===== src/rtl/axi_ddr_front.sv =====
// rtl/axi_ddr_front.sv - AXI4 INCR burst front end serialising bursts into single-beat controller requests
module axi_ddr_front #(
  parameter int ADDR_W     = 32,
  parameter int DATA_W     = 32,
  parameter int BEAT_BYTES = 4
) (
  input  logic                  clk,
  input  logic                  rst,
  input  logic                  awvalid,
  output logic                  awready,
  input  logic [ADDR_W-1:0]     awaddr,
  input  logic [3:0]            awlen,
  input  logic                  wvalid,
  output logic                  wready,
  input  logic [DATA_W-1:0]     wdata,
  input  logic [DATA_W/8-1:0]   wstrb,
  input  logic                  wlast,
  output logic                  bvalid,
  input  logic                  bready,
  output logic [1:0]            bresp,
  input  logic                  arvalid,
  output logic                  arready,
  input  logic [ADDR_W-1:0]     araddr,
  input  logic [3:0]            arlen,
  output logic                  rvalid,
  input  logic                  rready,
  output logic [DATA_W-1:0]     rdata,
  output logic [1:0]            rresp,
  output logic                  rlast,
  output logic [ADDR_W-1:0]     logical_addr,
  output logic [DATA_W-1:0]     pwdata,
  output logic                  pwrite,
  output logic                  pvalid,
  input  logic                  pready,
  input  logic [DATA_W-1:0]     prdata,
  output logic [3:0]            burstlen,
  output logic [DATA_W/8-1:0]   strobe
);

  localparam logic [9:0] COL_INC = 10'(BEAT_BYTES);

  typedef enum logic [2:0] {IDLE, WR_DATA, WR_ISSUE, WR_RESP, RD_ISSUE, RD_DATA} state_t;

  state_t            state, state_nxt;
  logic [ADDR_W-1:0] addr_q;
  logic [3:0]        len_q, cnt_q;
  logic              err_q, rr_rd_q;
  logic              idle, grant_w, grant_r, last_beat;
  logic [ADDR_W-1:0] addr_inc;

  // Beats stay inside the 1 KB column window; bank/row bits never move.
  assign addr_inc  = {addr_q[ADDR_W-1:10], addr_q[9:0] + COL_INC};
  assign last_beat = (cnt_q == len_q);

  // rr_rd_q set means the read channel wins the next simultaneous request.
  assign idle    = (state == IDLE);
  assign grant_w = idle && awvalid && (!arvalid || !rr_rd_q);
  assign grant_r = idle && arvalid && (!awvalid || rr_rd_q);
  assign awready = rst && idle && !grant_r;
  assign arready = rst && idle && !grant_w;
  assign wready  = (state == WR_DATA);
  assign rresp   = 2'b00;

  always_ff @(posedge clk or negedge rst) begin
    if (!rst) state <= IDLE;
    else      state <= state_nxt;
  end

  always_comb begin
    state_nxt = state;
    case (state)
      IDLE:     if (grant_w) state_nxt = WR_DATA;
                else if (grant_r) state_nxt = RD_ISSUE;
      WR_DATA:  if (wvalid) state_nxt = WR_ISSUE;
      WR_ISSUE: if (pready) state_nxt = last_beat ? WR_RESP : WR_DATA;
      WR_RESP:  if (bready) state_nxt = IDLE;
      RD_ISSUE: if (pready) state_nxt = RD_DATA;
      RD_DATA:  if (rready) state_nxt = last_beat ? IDLE : RD_ISSUE;
      default:  state_nxt = IDLE;
    endcase
  end

  always_ff @(posedge clk or negedge rst) begin
    if (!rst) begin
      addr_q       <= '0;
      len_q        <= '0;
      cnt_q        <= '0;
      err_q        <= 1'b0;
      rr_rd_q      <= 1'b0;
      burstlen     <= '0;
      logical_addr <= '0;
      pwdata       <= '0;
      pwrite       <= 1'b0;
      pvalid       <= 1'b0;
      strobe       <= '0;
      bvalid       <= 1'b0;
      bresp        <= 2'b00;
      rvalid       <= 1'b0;
      rdata        <= '0;
      rlast        <= 1'b0;
    end else begin
      case (state)
        IDLE: begin
          if (grant_w) begin
            addr_q   <= awaddr;
            len_q    <= awlen;
            burstlen <= awlen;
            cnt_q    <= '0;
            err_q    <= 1'b0;
            rr_rd_q  <= 1'b1;
          end else if (grant_r) begin
            addr_q       <= araddr;
            len_q        <= arlen;
            burstlen     <= arlen;
            cnt_q        <= '0;
            err_q        <= 1'b0;
            rr_rd_q      <= 1'b0;
            logical_addr <= araddr;
            pwrite       <= 1'b0;
            strobe       <= '1;
            pvalid       <= 1'b1;
          end
        end
        WR_DATA: begin
          if (wvalid) begin
            pwdata       <= wdata;
            strobe       <= wstrb;
            pwrite       <= 1'b1;
            pvalid       <= 1'b1;
            logical_addr <= addr_q;
            if (wlast != last_beat) err_q <= 1'b1;
          end
        end
        WR_ISSUE: begin
          if (pready) begin
            pvalid <= 1'b0;
            if (last_beat) begin
              bvalid <= 1'b1;
              bresp  <= err_q ? 2'b10 : 2'b00;
            end else begin
              cnt_q  <= cnt_q + 4'd1;
              addr_q <= addr_inc;
            end
          end
        end
        WR_RESP: begin
          if (bready) bvalid <= 1'b0;
        end
        RD_ISSUE: begin
          if (pready) begin
            rdata  <= prdata;
            rvalid <= 1'b1;
            rlast  <= last_beat;
            pvalid <= 1'b0;
          end
        end
        RD_DATA: begin
          if (rready) begin
            rvalid <= 1'b0;
            rlast  <= 1'b0;
            if (!last_beat) begin
              cnt_q        <= cnt_q + 4'd1;
              addr_q       <= addr_inc;
              logical_addr <= addr_inc;
              pvalid       <= 1'b1;
            end
          end
        end
        default: ;
      endcase
    end
  end

endmodule


===== config.mk =====
export PLATFORM = sky130hd
export DESIGN_NAME = axi_ddr_front
export DESIGN_NICKNAME = d
export VERILOG_FILES = /design/src/rtl/axi_ddr_front.sv
export SDC_FILE = /design/constraint.sdc
export NUM_CORES = 1
export LEC_CHECK = 0
export ABC_AREA = 1
export CAP_MARGIN = 20
export CORE_AREA = 2 2 129 131
export DETAILED_ROUTE_END_ITERATION = 10
export DIE_AREA = 0 0 131 133
export GPL_TIMING_DRIVEN = 0
export PLACE_DENSITY = 0.8
export REMOVE_ABC_BUFFERS = 1
export SKIP_LAST_GASP = 1
export SYNTH_ARGS = -nofsm -noshare
export SYNTH_HDL_FRONTEND = slang
export SYNTH_SLANG_ARGS = --single-unit

===== constraint.sdc =====
create_clock -name clk -period 2.5 [get_ports clk]
set_clock_uncertainty 0.2 [all_clocks]
set_input_delay 0.25 -clock clk [delete_from_list [all_inputs] [get_ports clk]]
set_output_delay 0.25 -clock clk [all_outputs]
set_load 0.1 [all_outputs]

### After elaboration in Yosys (flattened, before gate mapping)

Cells that the tools add are included.

* word-level logic and storage cells: 130
* output and inout bits: 116
* flip-flop bits (word level): 152
* input port bits: 149

* reduce and logical (&&, ||, !) cells: 35
* $add $sub $neg: 2
* mux-type cells: 58
* eq/ne operators: 19

Operators with widths (number)
* two-way mux 32 bit: 8
* case mux 32 bit (3 select lines): 2
* two-way mux 4 bit: 10
* two-way mux 3 bit: 8
* two-way mux 1 bit: 18
* case mux 3 bit (6 select lines): 1
* != test 2 bit (second input constant): 8
* AND reduction 4 bit: 4
* case mux 4 bit (3 select lines): 1
* AND reduction 6 bit: 2
* adder 10 x 3 -> 10 bit (second input constant): 1
* two-way mux 10 bit: 1
* case mux 1 bit (2 select lines): 5
* case mux 4 bit (2 select lines): 1
* nonzero test 2 bit: 4
* logical AND 1 bit: 7
* AND reduction 7 bit: 1
* equality test 3 x 2 -> 1 bit (second input constant): 2
* equality test 3 bit (second input constant): 2
* != test 2 x 1 -> 1 bit (second input constant): 3
* AND reduction 2 bit: 3
* AND reduction 3 bit: 2
* nonzero test 3 bit: 2
* zero test 1 bit: 5
* other kinds (11): 13

### Depth between registers and ports, before layout

* depth after elaboration: 6
* depth in mapped cells: 12
* depth with buffers taken out: 11

### Worst setup path before layout

Ideal clock, no wire load.

* path kind: reg2out
* start point: register state[2]
* end point: output awready
* arrival time: 3.062 ns
* required time: 2.050 ns
* cell stages (with the launch flop): 7
* path slack: -1.012 ns
* buffers on the path: 2
* path through: dfrtp_1 inv_1 nand2_2 nor2_2 buf_2 buf_2 nor3_1

* word-level cells in the longest chain between the ends: 5
* elaborated cells on any way between the ends: 6
* those cells by class: 6 x reduce/logical

RTL lines
* start, declared: RTL line 44 `state_t state, state_nxt;`
* start signal, assigned: RTL line 66 `else state <= state_nxt;`
* zero test 3 bit *: RTL line 56 `assign idle = (state == IDLE);`
* logical AND 1 bit (2 in series): RTL line 58 `assign grant_r = idle && arvalid && (!awvalid || rr_rd_q);`
* zero test 1 bit: RTL line 59 `assign awready = rst && idle && !grant_r;`
* logical AND 1 bit *: RTL line 59
* end, declared: RTL line 10 `output logic awready,`

Every way passes the cells marked *; elsewhere a longest branch is shown, timed or not.

### Worst setup path after layout

* start point: register rdata[15]
* end point: output rdata[15]

RTL lines
* start, declared: RTL line 27 `output logic [DATA_W-1:0] rdata,`
* start signal, assigned: RTL line 151 `rdata <= prdata;`

No word-level cell between the ends.

==> out/qor.txt <==
outcome -> complete, no violations
top cell type's share of synthesized area -> 0.537
CTS clk-pin slew, worst paths -> 0.07 ns
Slew headroom -> 0.290
Yosys reg bits -> 151
setup violators final -> 0
max-slew violations -> 0
first-pass GRT wire length -> 34700 µm
Max H-tree Level -> 4
RSZ-0062 raised after global routing -> yes
Crit-path slowest cell -> clkdlybuf4s50_1
Max Cap Violations -> 0
DIE WIDTH -> 131 µm
Final Cycle Share -> 0.972
largest net degree at the start of global routing -> 92
Seq/Total Area, Yosys -> 0.537
antenna violations before repair -> 3
Crit. End Element -> output pin
area of the mapped netlist -> 7040 µm²
Tot GR Track Use -> 0.258
cts bufs inserted -> 17
unique cell type count in the Yosys netlist -> 32
Fmax -> 412 MHz
critical path, cell by cell -> clkdlybuf4s50_1
Worst Tran Pin Value -> 1.06 ns
# nets final -> 1319
Port-buffer cells -> 261
Routed WL per cell -> 16.0 µm
crit path time final -> 2.43 ns
clock sinks -> 151
CTS Root Cell -> clkbuf_16
cell taking the most area after synthesis -> dfrtp_1
Max Buffers Root-to-Sink -> 2
worst path required time -> 2.05 ns
Post-DRT Antenna Nets -> 0
Vias per Instance -> 5.00
WP buf/inv -> 1
Ys Warns -> 0
I/O pin total -> 265
total gr overflow -> 0
num rows -> 47
Starting Density -> 0.435
drt total wl -> 22500 µm
Initial DRT Pass Iterations -> 5
DP HPWL -> 14600 µm
Die Footprint -> 17400 µm²
crit path DAT -> 1.98 ns
clock latency on the worst-skew pair -> 0.41 ns
Detailed Route Iter0 Violations -> 396
DR DRC count -> 0
Post-Syn Instances -> 907
final setup TNS -> 0 ns
synth top area cells -> dfrtp_1 (54%), nand2_1 (23%), o21ai_0 (5.0%), inv_1 (3.0%), nor2_1 (2.3%)
syn_area_per_cell -> 7.76 µm²
worst-path maximum fanout -> 2
vias in the first global route -> 6982
share of cells above drive strength 1 -> 0.0737
Core Area -> 16200 µm²
WS Path Type -> flop to output pin
die height -> 133 µm
TritonCTS clock tree -> built
gpl congestion -> 0.874
cell family with most CP delay -> buffers and inverters
area growth from synthesis to layout -> 52.2%
HP Class -> primary input to flop
Vias -> 7011
Worst path max stage delay -> 1.20 ns
Hold Fails Final Rpt -> 0
Inserted Diodes -> 0
startpoint types -> flop
[flip-flops by register name, summed over array words and instances (netlist names), 3 cells and up]
name	flops
addr_q	32
cnt_q	4
len_q	4
logical_addr	32
pwdata	32
rdata	32
state	3
strobe	4
[layout make-up]
type                       instances  area (µm²)
fill                            1356        5460
sequential                       151        3780
timing repair buffer             282        2910
inverter                          64         263
tap                              220         275
clock inverter                    12         116
multi-input combinational        652        2910
clock buffer                      20         467
[metal layers]
layer	vias up	GRT usage	part of all wire
met5	-	0	0.0012
met2	304	0.422	0.48
met3	41	0.113	0.12
li1	3374	-	-
met4	4	0.0940	0.022
met1	3288	0.298	0.38
[cells in the final DEF, fill, tap and decap left out, drive strengths merged, types with 18 or more instances in the layout]
master and count:
a21oi 25, buf 23, clkbuf 20, clkdlybuf4s50 253
dfrtp 151, inv 64, nand2 428, nand3 18
nor2 51, o21ai 72, o22ai 25
[cells in the mapped netlist (all sizes together)]
cell / instances
clkbuf: 22
nand3b: 1
a31oi: 4
nor3: 7
o22ai: 25
xor2: 4
nand2: 427
o211ai: 4
a22oi: 3
a21oi: 25
dfrtp: 151
inv: 62
nor2: 50
ha: 2
o21ai: 72
buf: 24
clkinv: 2
nand3: 16
nand4: 3
xnor2: 2
conb: 1
[timing repair]
| item | in CTS | in global routing |
|---|---|---|
| pin swaps | 5 | 2 |
| hold buffers | 2 | 0 |
| setup buffers | 8 | 4 |
| resized for setup | 31 | 7 |
| endpoints found under the setup margin | 125 | 53 |
| hold endpoints to repair | 60 | 0 |
| gates cloned | 2 | 2 |
[final timing paths]
check | start | endpoint | slack, ns | depth (start not counted)
worst max-delay path | rdata[15] | rdata[15] | 0.07 | 1
worst min-delay path | wdata[21] | pwdata[21] | 0.17 | 3
worst max register to register | state[1] | logical_addr[6] | 0.13 | 12
worst min register to register | rdata[20] | rdata[20] | 0.27 | 2
max in group asynchronous | rst | pwdata[8] | 1.44 | 3
min in group asynchronous | rst | logical_addr[0] | 0.23 | 3
[metrics by stage]
stage / hold slack, ns / instance area (µm²) / instances / utilization / setup WS [ns]
after floorplan: -0.246 / 6820 / 863 / - / -1.80
after global placement: 0.253 / 9710 / 1344 / 0.600 / -5.78
after detailed placement: 0.0727 / 9880 / 1351 / 0.611 / -1.54
after CTS: 0.145 / 10600 / 1395 / 0.658 / 0.0117
after global routing: 0.163 / 10700 / 1401 / 0.662 / -0.0137
final: 0.165 / 10700 / 1401 / 0.662 / 0.0712
[logic make-up after synthesis]
family                     after synthesis  share of synthesized area
other                                    1                   0.000533
buffers and inverters                  110                     0.0663
xor gates and xnor gates                 6                    0.00747
and+or+nand+nor                        504                      0.283
adders and majority gates                2                    0.00355
DFF                                    151                      0.537
AOI/OAI and AO/OA                      133                      0.102
Power is left out: the tool's default activity adds up to more than one toggle a clock period on the data nets, which glitch-free logic cannot reach.
